### config.mk
export PLATFORM = sky130hd
export DESIGN_NAME = data_mem_arbiter
export DESIGN_NICKNAME = d
export VERILOG_FILES = /design/src/rtl/data_mem_arbiter.sv
export SDC_FILE = /design/constraint.sdc
export NUM_CORES = 1
export LEC_CHECK = 0
export BUFFER_PORTS_ARGS = -buffer_cell sky130_fd_sc_hd__buf_2
export CAP_MARGIN = 10
export CORE_ASPECT_RATIO = 0.5
export CORE_MARGIN = 8
export CORE_UTILIZATION = 32
export CTS_CLUSTER_DIAMETER = 30
export DETAILED_ROUTE_END_ITERATION = 8
export GPL_ROUTABILITY_DRIVEN = 1
export PLACE_DENSITY_LB_ADDON = 0.08
export RECOVER_POWER = 25
export SKIP_LAST_GASP = 1
export SYNTH_ARGS = -nofsm -noshare
export SYNTH_HDL_FRONTEND = slang
export SYNTH_SLANG_ARGS = --single-unit
### constraint.sdc
create_clock -name clk -period 1.4 [get_ports clk]
set_input_delay 0.07 -clock clk [delete_from_list [all_inputs] [get_ports clk]]
set_output_delay 0.07 -clock clk [all_outputs]
set_load 0.005 [all_outputs]
### src/rtl/data_mem_arbiter.sv
// Two-port round-robin arbiter/sequencer for the single-port data memory; read data returns one cycle after grant.
// Optional dump sequencer (DUMP_SEQ_EN) streams every word of the memory out on dump_* ports.
module data_mem_arbiter #(
  parameter int DATA_W = 32,
  parameter int ADDR_W = 32,
  parameter int DEPTH  = 250
) (
  input  logic              clk,
  input  logic              rst_n,
  input  logic              p0_req,
  input  logic              p0_we,
  input  logic [ADDR_W-1:0] p0_addr,
  input  logic [DATA_W-1:0] p0_wdata,
  output logic              p0_gnt,
  output logic              p0_rvalid,
  output logic [DATA_W-1:0] p0_rdata,
  output logic              p0_err,
  input  logic              p1_req,
  input  logic              p1_we,
  input  logic [ADDR_W-1:0] p1_addr,
  input  logic [DATA_W-1:0] p1_wdata,
  output logic              p1_gnt,
  output logic              p1_rvalid,
  output logic [DATA_W-1:0] p1_rdata,
  output logic              p1_err,
  output logic [ADDR_W-1:0] mem_access_addr,
  output logic [DATA_W-1:0] mem_write_data,
  output logic              mem_write_en,
  output logic              mem_read_en,
  input  logic [DATA_W-1:0] mem_read_data
`ifdef DUMP_SEQ_EN
  ,
  input  logic              dump_start,
  output logic              dump_busy,
  output logic              dump_valid,
  output logic [ADDR_W-1:0] dump_addr,
  output logic [DATA_W-1:0] dump_data
`endif
);

  logic              last_winner;
  logic              in_dump;
  logic              any_gnt;
  logic              sel_we;
  logic [ADDR_W-1:0] sel_addr;
  logic [DATA_W-1:0] sel_wdata;
  logic              in_range;

`ifdef DUMP_SEQ_EN
  localparam logic [0:0] ST_ARB  = 1'b0;
  localparam logic [0:0] ST_DUMP = 1'b1;

  logic [0:0]        state;
  logic [ADDR_W-1:0] dump_cnt;

  assign in_dump   = (state == ST_DUMP);
  assign dump_busy = in_dump;
`else
  assign in_dump = 1'b0;
`endif

  // On contention the port that did not win last time is served.
  assign p0_gnt  = ~in_dump & p0_req & (~p1_req | last_winner);
  assign p1_gnt  = ~in_dump & p1_req & (~p0_req | ~last_winner);
  assign any_gnt = p0_gnt | p1_gnt;

  always_comb begin
    sel_we    = p0_we;
    sel_addr  = p0_addr;
    sel_wdata = p0_wdata;
    if (p1_gnt) begin
      sel_we    = p1_we;
      sel_addr  = p1_addr;
      sel_wdata = p1_wdata;
    end
  end

  assign in_range = (sel_addr < ADDR_W'(DEPTH));

  always_comb begin
    mem_access_addr = '0;
    mem_write_data  = '0;
    mem_write_en    = 1'b0;
    mem_read_en     = 1'b0;
    if (any_gnt) begin
      mem_access_addr = sel_addr;
      mem_write_data  = sel_wdata;
      mem_write_en    = sel_we & in_range;
      mem_read_en     = ~sel_we & in_range;
    end
`ifdef DUMP_SEQ_EN
    else if (in_dump) begin
      mem_access_addr = dump_cnt;
      mem_read_en     = 1'b1;
    end
`endif
  end

  // Reads and any out-of-range access produce a response; rdata only moves on reads.
  always_ff @(posedge clk) begin
    if (!rst_n) begin
      p0_rvalid   <= 1'b0;
      p0_err      <= 1'b0;
      p0_rdata    <= '0;
      p1_rvalid   <= 1'b0;
      p1_err      <= 1'b0;
      p1_rdata    <= '0;
      last_winner <= 1'b1;
    end else begin
      p0_rvalid <= p0_gnt & (~sel_we | ~in_range);
      p0_err    <= p0_gnt & ~in_range;
      p1_rvalid <= p1_gnt & (~sel_we | ~in_range);
      p1_err    <= p1_gnt & ~in_range;
      if (p0_gnt && !sel_we) begin
        p0_rdata <= in_range ? mem_read_data : '0;
      end
      if (p1_gnt && !sel_we) begin
        p1_rdata <= in_range ? mem_read_data : '0;
      end
      if (p0_gnt) begin
        last_winner <= 1'b0;
      end else if (p1_gnt) begin
        last_winner <= 1'b1;
      end
    end
  end

`ifdef DUMP_SEQ_EN
  always_ff @(posedge clk) begin
    if (!rst_n) begin
      state      <= ST_ARB;
      dump_cnt   <= '0;
      dump_valid <= 1'b0;
      dump_addr  <= '0;
      dump_data  <= '0;
    end else begin
      dump_valid <= in_dump;
      if (in_dump) begin
        dump_addr <= dump_cnt;
        dump_data <= mem_read_data;
        if (dump_cnt == ADDR_W'(DEPTH - 1)) begin
          state    <= ST_ARB;
          dump_cnt <= '0;
        end else begin
          dump_cnt <= dump_cnt + 1'b1;
        end
      end else if (dump_start) begin
        state    <= ST_DUMP;
        dump_cnt <= '0;
      end
    end
  end
`endif

endmodule

==> results.md, run 1 <==
* Status: finished with violations
* Violated checks: setup timing
* Yosys synthesis warning count at 0
* Synthesized cell area at 2980 um2
* R2R Setup Slk at -0.25 ns
* Nets@finish at 806
* First-pass GRT wire length at 22900 um
* CP startpoint kind: flop
* Post-synth top area share at 46.4%
* Total power at 5.14 mW
* Max-cap violations at 0
* R2r startpoint: last_winner
* IO buf count at 301
* Post-synth net total at 438
* FF-to-FF End: p1_rdata[17]
* RSZ-0062 raised after global routing: yes
* Antenna Cells at 0
* Class of the worst hold path: in -> reg
* Num CTS Buffers at 9
* Syn Area/Cell at 10.9 um2
* Fill count at 789
* Initial antenna violation count at 0
* HP Start: mem_read_data[30]
* Vias in the first global route at roughly 4000
* Fin. Hold Viols at 0
* Die Y at 84.2 um
* EDFF count, synth at 0
* Slew HR at about 69%
* Footprint of the multi-input gates at 1510 um2
* Worst slack at placement at -0.284 ns
* All-layer global routing usage at 22.2%
* Setup Crit Path Kind: reg -> out
* Via count at 3873
* Synth Instances at 272
* Synth Flop Type: dfxtp_1
* Core Area at 9230 um2
* Clock Skews at 0.00357 ns
* Drt via density at 5.06
* Register area at 1380 um2
* Clock latency on the worst-skew pair at 0.32 ns
* Sequential area share after synthesis at roughly 46%
* Leading area contributor after synthesis: dfxtp_1
* Post-synthesis cell type count at 28
* Tcrit/Tclk final at 127%
* Synth Register Bits at 69
* Final setup vio count at 133
* Area delta synth->final at 94.1%
* H-tree depth at 3
* Top post-synthesis cells by area: dfxtp_1, a22o_1, nor4_1
* Crit. End Element: primary output
* Crit-path max FO at 3
* Hold path depth at 2
* Post-Route WL at 15200 um
* # DRC at 0
* CP Data Required Time at 1.33 ns
* ANT nets after route at 0
* Worst Hold End: p0_rdata[30]
* Most common cell in the netlist: a22o_1
* WL/cell at 19.8 um
* Leak pwr at 2.96 nW
* Post-synth ARST share at 0%
* Largest net degree at the start of global routing at 33
* Die width at 152 um
* Layout cells sized above 1 at 57.4%
* CTS root buffer: clkbuf_16
* # rows at 25
* Final HPWL DP at 11300 um
* Max clock buf depth at 2
* Detailed-router iteration count before antenna repair at 5
* CTS tree: yes
* Pins over their slew limit at 0
* Clk slew on worst S/H paths at 0.05 ns
* Total gr overflow at 0
* Synth top cells by count: a22o_1, dfxtp_1, clkbuf_1, nor4_1, buf_1
* VDD IR max at between 0.5 and 0.6 mV
* FF-to-FF path depth at 9
* FMAX at 565 MHz
* PnR worst setup slack at -0.371 ns
* Initial Utilization at approximately a third
* Gpl congestion at 0.876
* # IOs at 302
* Die area at 12800 um2
* Starting DRT DRC Count at 224
* Clk sinks at 69
* Final min period at between 1.5 and 2 ns
* Worst EP arrival at 1.70 ns
* Measured slew at the worst slew-check pin at between 0.4 and 0.5 ns
* Pwr Density at 889 nW/um2
metrics by stage:
stage / hold WS, ns / cell area (um2) / setup TNS, ns / cells / utilization (%)
6_report: 0.0238 / 5780 / -31.42 / 766 / 62.6
4_1_cts: 0.00331 / 5760 / -30.77 / 764 / 62.4
3_5_place_dp: 0.301 / 4890 / -16.19 / 704 / 53.0
2_1_floorplan: 0.142 / 2980 / 0 / 272 / -
3_3_place_gp: 0.298 / 4890 / -13.64 / 704 / 53.0
5_1_grt: 0.00834 / 5780 / -41.17 / 766 / 62.6
registers in the layout, indices dropped and copies added (netlist names):
register and flops:
p0_rdata 32, p0_err 1, p0_rvalid 1, last_winner 1, p1_rdata 32, p1_rvalid 1, p1_err 1
critical path, cell delays in order (launching register included):
cell and delay, ns:
dfxtp_2 0.32, a21bo_4 0.24, or4_4 0.56, a21oi_2 0.14
buf_2 0.13
cells in the final DEF, fill, tap and decap left out, types with 5 or more instances in the layout:
cell type	netlist	final
buf_2	5	286
a22o_1	128	128
dfxtp_1	69	68
dlygate4sd3_1	0	34
buf_4	0	28
clkbuf_1	12	15
clkbuf_16	0	10
nor4_1	8	8
buf_12	0	8
buf_16	0	5
cell type report:
class | instances | share of cell area [%]
repair buffers | 383 | 42.2
multi-input cells | 175 | 26.2
flip-flops and latches | 69 | 23.9
clock buffers | 9 | 3.90
well taps | 121 | 2.62
clock inverters | 7 | 0.866
inverters | 2 | 0.390
how the worst max path moves through the flow:
stage                   end        start  slack (ns)
2_1_floorplan   p1_rdata[0]  last_winner        0.03
4_1_cts        mem_write_en  last_winner       -0.36
3_5_place_dp   p0_rdata[11]  p0_addr[15]       -0.28
3_3_place_gp    mem_read_en  p1_addr[30]       -0.26
5_1_grt        mem_write_en  last_winner       -0.41
6_report       mem_write_en  last_winner       -0.37
power by group:
| part | leakage [nW] | total [mW] | internal, mW | switching, mW |
|---|---|---|---|---|
| clock network | 0.128 | 2.05 | 1.20 | 0.852 |
| registers | 0.556 | 1.98 | 1.97 | 0.00354 |
| logic | 2.27 | 1.10 | 0.629 | 0.475 |
| total | 2.96 | 5.14 | 3.80 | 1.33 |
per-layer routing:
metal / wire (um) / vias up / GRT usage, %
met5: 0 / - / 0
li1: - / 1863 / -
met4: 116 / 0 / 3.92
met3: 1340 / 10 / 7.33
met1: 6610 / 1819 / 28.0
met2: 7090 / 181 / 36.7
cells by family after synthesis:
group / count (synthesis) / share of synthesized area (%)
buf+inv: 28 / 4.50
compound gates: 139 / 40.0
flops: 69 / 46.4
simple gates: 36 / 9.08
timing repair:
| action | 4_1_cts | 5_1_grt |
|---|---|---|
| gates resized for setup | 21 | 9 |
| setup buffers | 5 | 2 |
| hold buffers | 34 | 0 |
| gates cloned | 5 | 2 |
| setup endpoints to repair | 133 | 133 |
| hold endpoints to repair | 63 | 0 |
| pin swaps | 7 | 15 |
No activity file was read; power rests on OpenSTA's default activity.
==> inputs of run 2 (changes only) <==
Settings changed: ABC_AREA set to 1, CORE_UTILIZATION 32 to 37.
==> results.md, run 2 <==
* Clock Skews at 0.00745 ns
* Post-synth top area share at 34.3%
* Detailed-router iteration count before antenna repair at 4
* Starting DRT DRC Count at between 200 and 300
* Post-synth net total at 778
* CP Data Required Time at 1.33 ns
* Die Y at 89.8 um
* Violated checks: setup timing
* Initial antenna violation count at 2
* CP peak stage delay at 0.33 ns
* Commonest non-fill, non-tap cells in the layout: buf_2, nand2_1, o21ai_0, inv_1, dfxtp_1
* Worst Setup SP: last_winner
* First-pass GRT wire length at 26100 um
* Syn Area/Cell at ~6.6 um2
* Via count at 5030
* Die area at 14700 um2
* Largest net degree at the start of global routing at 70
* CP startpoint kind: flop
* Area delta synth->final at 64.4%
* Worst slack at placement at -0.452 ns
* Post-synthesis cell type count at 20
* Crit. End Element: primary output
* Critical path, cell by cell: nand2_4 > nand2_8 > buf_8 > buf_4 > clkinv_2 > nor2_1 > nor2_1 > buf_4 > nand3_2 > nor2_2 > buf_2
* Top post-synthesis cells by area: dfxtp_1, nand2_1, o21ai_0
* CTS Hold Bufs at 0
* Final setup vio count at approximately 140
* Yosys synthesis warning count at 0
* Total power at 5.89 mW
* Max clock buf depth at 2
* Clk slew on worst S/H paths at about 0.060 ns
* FF-to-FF End: p1_rdata[14]
* R2r startpoint: last_winner
* Class of the worst hold path: in -> reg
* # DRC at 0
* Max-cap violations at 0
* Die width at 164 um
* Drt via density at 4.62
* All-layer global routing usage at between 20% and 30%
* VDD IR max at 0.488 mV
* Buffers and inverters on the worst path at 5
* Footprint of the multi-input gates at 2220 um2
* Xor/xnor share of the synthesized area at 0%
* Main combinational cell family by area after synthesis: simple AND/OR/NAND/NOR gates
* CTS tree: yes
* Layout cells sized above 1 at 45.8%
* Num CTS Buffers at 9
* Gpl congestion at about 0.85
* Final min period at 2.09 ns
* Vias in the first global route at 5088
* Capture point of the worst path: mem_write_en
* Synth Area in Compound Gates at 21.2%
* R2R Setup Slk at -0.60 ns
* Slew HR at 80.4%
* Synth Register Bits at 69
* FF-to-FF path depth at 13
* CTS root buffer: clkbuf_16
* Clock share of power at between 30% and 40%
* Synth Area in Simple Gates at approximately a third
* Cell count along the critical path at 11
* Most common cell in the netlist: nand2_1
* Fill count at 1042
* Slowest stage cell, crit path: dfxtp_2
* Pwr Density at 889 nW/um2
* Sequential Power Share at 36.8%
* Leading area contributor after synthesis: dfxtp_1
* Switching part of the total power at 29.7%
* WL/cell at 15.3 um
* Clock latency on the worst-skew pair at 0.32 ns
* Worst EP arrival at 2.02 ns
* Core Area at 10800 um2
* Final HPWL DP at between 10000 and 15000 um
* Nets@finish at approximately 1100
* Initial Utilization at 37.3%
* Synth top cells by count: nand2_1, o21ai_0, dfxtp_1, inv_1, a21oi_1
* IO buf count at approximately 300
* FMAX at 478 MHz
* # rows at 27
* Status: finished with violations
* RSZ-0062 raised after global routing: yes
* Register area at 1380 um2
* Total gr overflow at 0
* Antenna Cells at 0
* Psw at 1.75 mW
* Tcrit/Tclk final at 150%
* Post-synthesis mux area share at 0%
* Pins over their slew limit at 0
* EDFF count, synth at 0
* Int Pwr at 4.14 mW
* Leak pwr at 3.59 nW
* Synth Area in Adders at 0%
* Synth Instances at 612
* Gate power share at 28.3%
* Delay-heaviest family, CP: buffers and inverters
* Clk sinks at between 60 and 70
* Synth Flop Type: dfxtp_1
* Fin. Hold Viols at 0
* Crit-path max FO at 11
* Largest registers: p0_rdata (32), p1_rdata (32)
* Post-Route WL at between 15000 and 20000 um
* Post-synth ARST share at 0%
* # IOs at 302
* Sequential area share after synthesis at 34.3%
* Measured slew at the worst slew-check pin at between 0.2 and 0.3 ns
* Synthesized cell area at ~4000 um2
* Setup Crit Path Kind: reg -> out
* Most common cell after layout, fill and taps aside: buf_2
* PnR worst setup slack at -0.693 ns
* ANT nets after route at 0
* H-tree depth at 3
==> run 2: layer usage <==
metal | track usage [%] | share of wire, % | up-vias
met4 | 4.44 | 1.1 | 4
met3 | 7.37 | 8.3 | 16
met1 | 23.9 | 39 | 2215
met5 | 0 | 0.14 | -
li1 | - | - | 2628
met2 | 38.5 | 51 | 167
==> run 2: final cells by class <==
| cell class | instances | share of cell area [%] |
|---|---|---|
| tap | 145 | 2.74 |
| inverter | 71 | 4.04 |
| sequential | 69 | 20.9 |
| multi-input combinational | 424 | 33.5 |
| clock inverter | 7 | 0.755 |
| timing repair buffer | 364 | 34.7 |
| clock buffer | 9 | 3.40 |
==> run 2: cell families (layout without fill, tap and decap cells) <==
| logic type | after synthesis | count (layout) |
|---|---|---|
| compound gates | 171 | 171 |
| flops | 69 | 69 |
| buf+inv | 119 | 451 |
| simple gates | 253 | 253 |
==> run 2: stage by stage <==
step	cells	hold slack [ns]	util, %	instance area [um2]	TNS [ns]
floorplan	612	0.225	-	4050	-12.50
global placement	1062	0.344	56.0	6050	-29.08
CTS	1086	0.00240	60.8	6580	-64.02
global route	1089	0.00694	61.3	6630	-81.81
finish	1089	0.0112	61.3	6630	-64.44
detailed placement	1062	0.347	56.0	6050	-32.66
==> run 2: power groups by stage <==
stage | sequential (mW) | combinational (mW) | clock, mW
final | 2.17 | 1.67 | 2.05
after global routing | 2.18 | 1.86 | 2.20
after CTS | 2.17 | 1.69 | 2.11
after detailed placement | 2.21 | 1.57 | 0
after global placement | 2.21 | 1.57 | 0
after floorplan | 2.22 | 0.661 | 0
==> run 2: worst min-delay path by stage <==
| stage | cells after the start | startpoint | end | slack, ns |
|---|---|---|---|---|
| floorplan | 2 | mem_read_data[10] | p0_rdata[10] | 0.22 |
| global placement | 3 | mem_read_data[17] | p1_rdata[17] | 0.34 |
| detailed placement | 3 | mem_read_data[12] | p1_rdata[12] | 0.35 |
| CTS | 3 | mem_read_data[12] | p0_rdata[12] | 0.002 |
| global route | 3 | mem_read_data[17] | p0_rdata[17] | 0.007 |
| finish | 3 | mem_read_data[19] | p0_rdata[19] | 0.01 |
==> run 2: what timing repair did <==
action,in CTS,in global routing
resized for setup,27,5
setup endpoints to repair,135,135
gates cloned,4,1
pin swaps,3,3
setup buffers,4,2
==> run 2: worst min-delay path, stage by stage <==
cell and delay (ns):
buf_2 0.10, nand3_2 0.07, a21oi_1 0.05
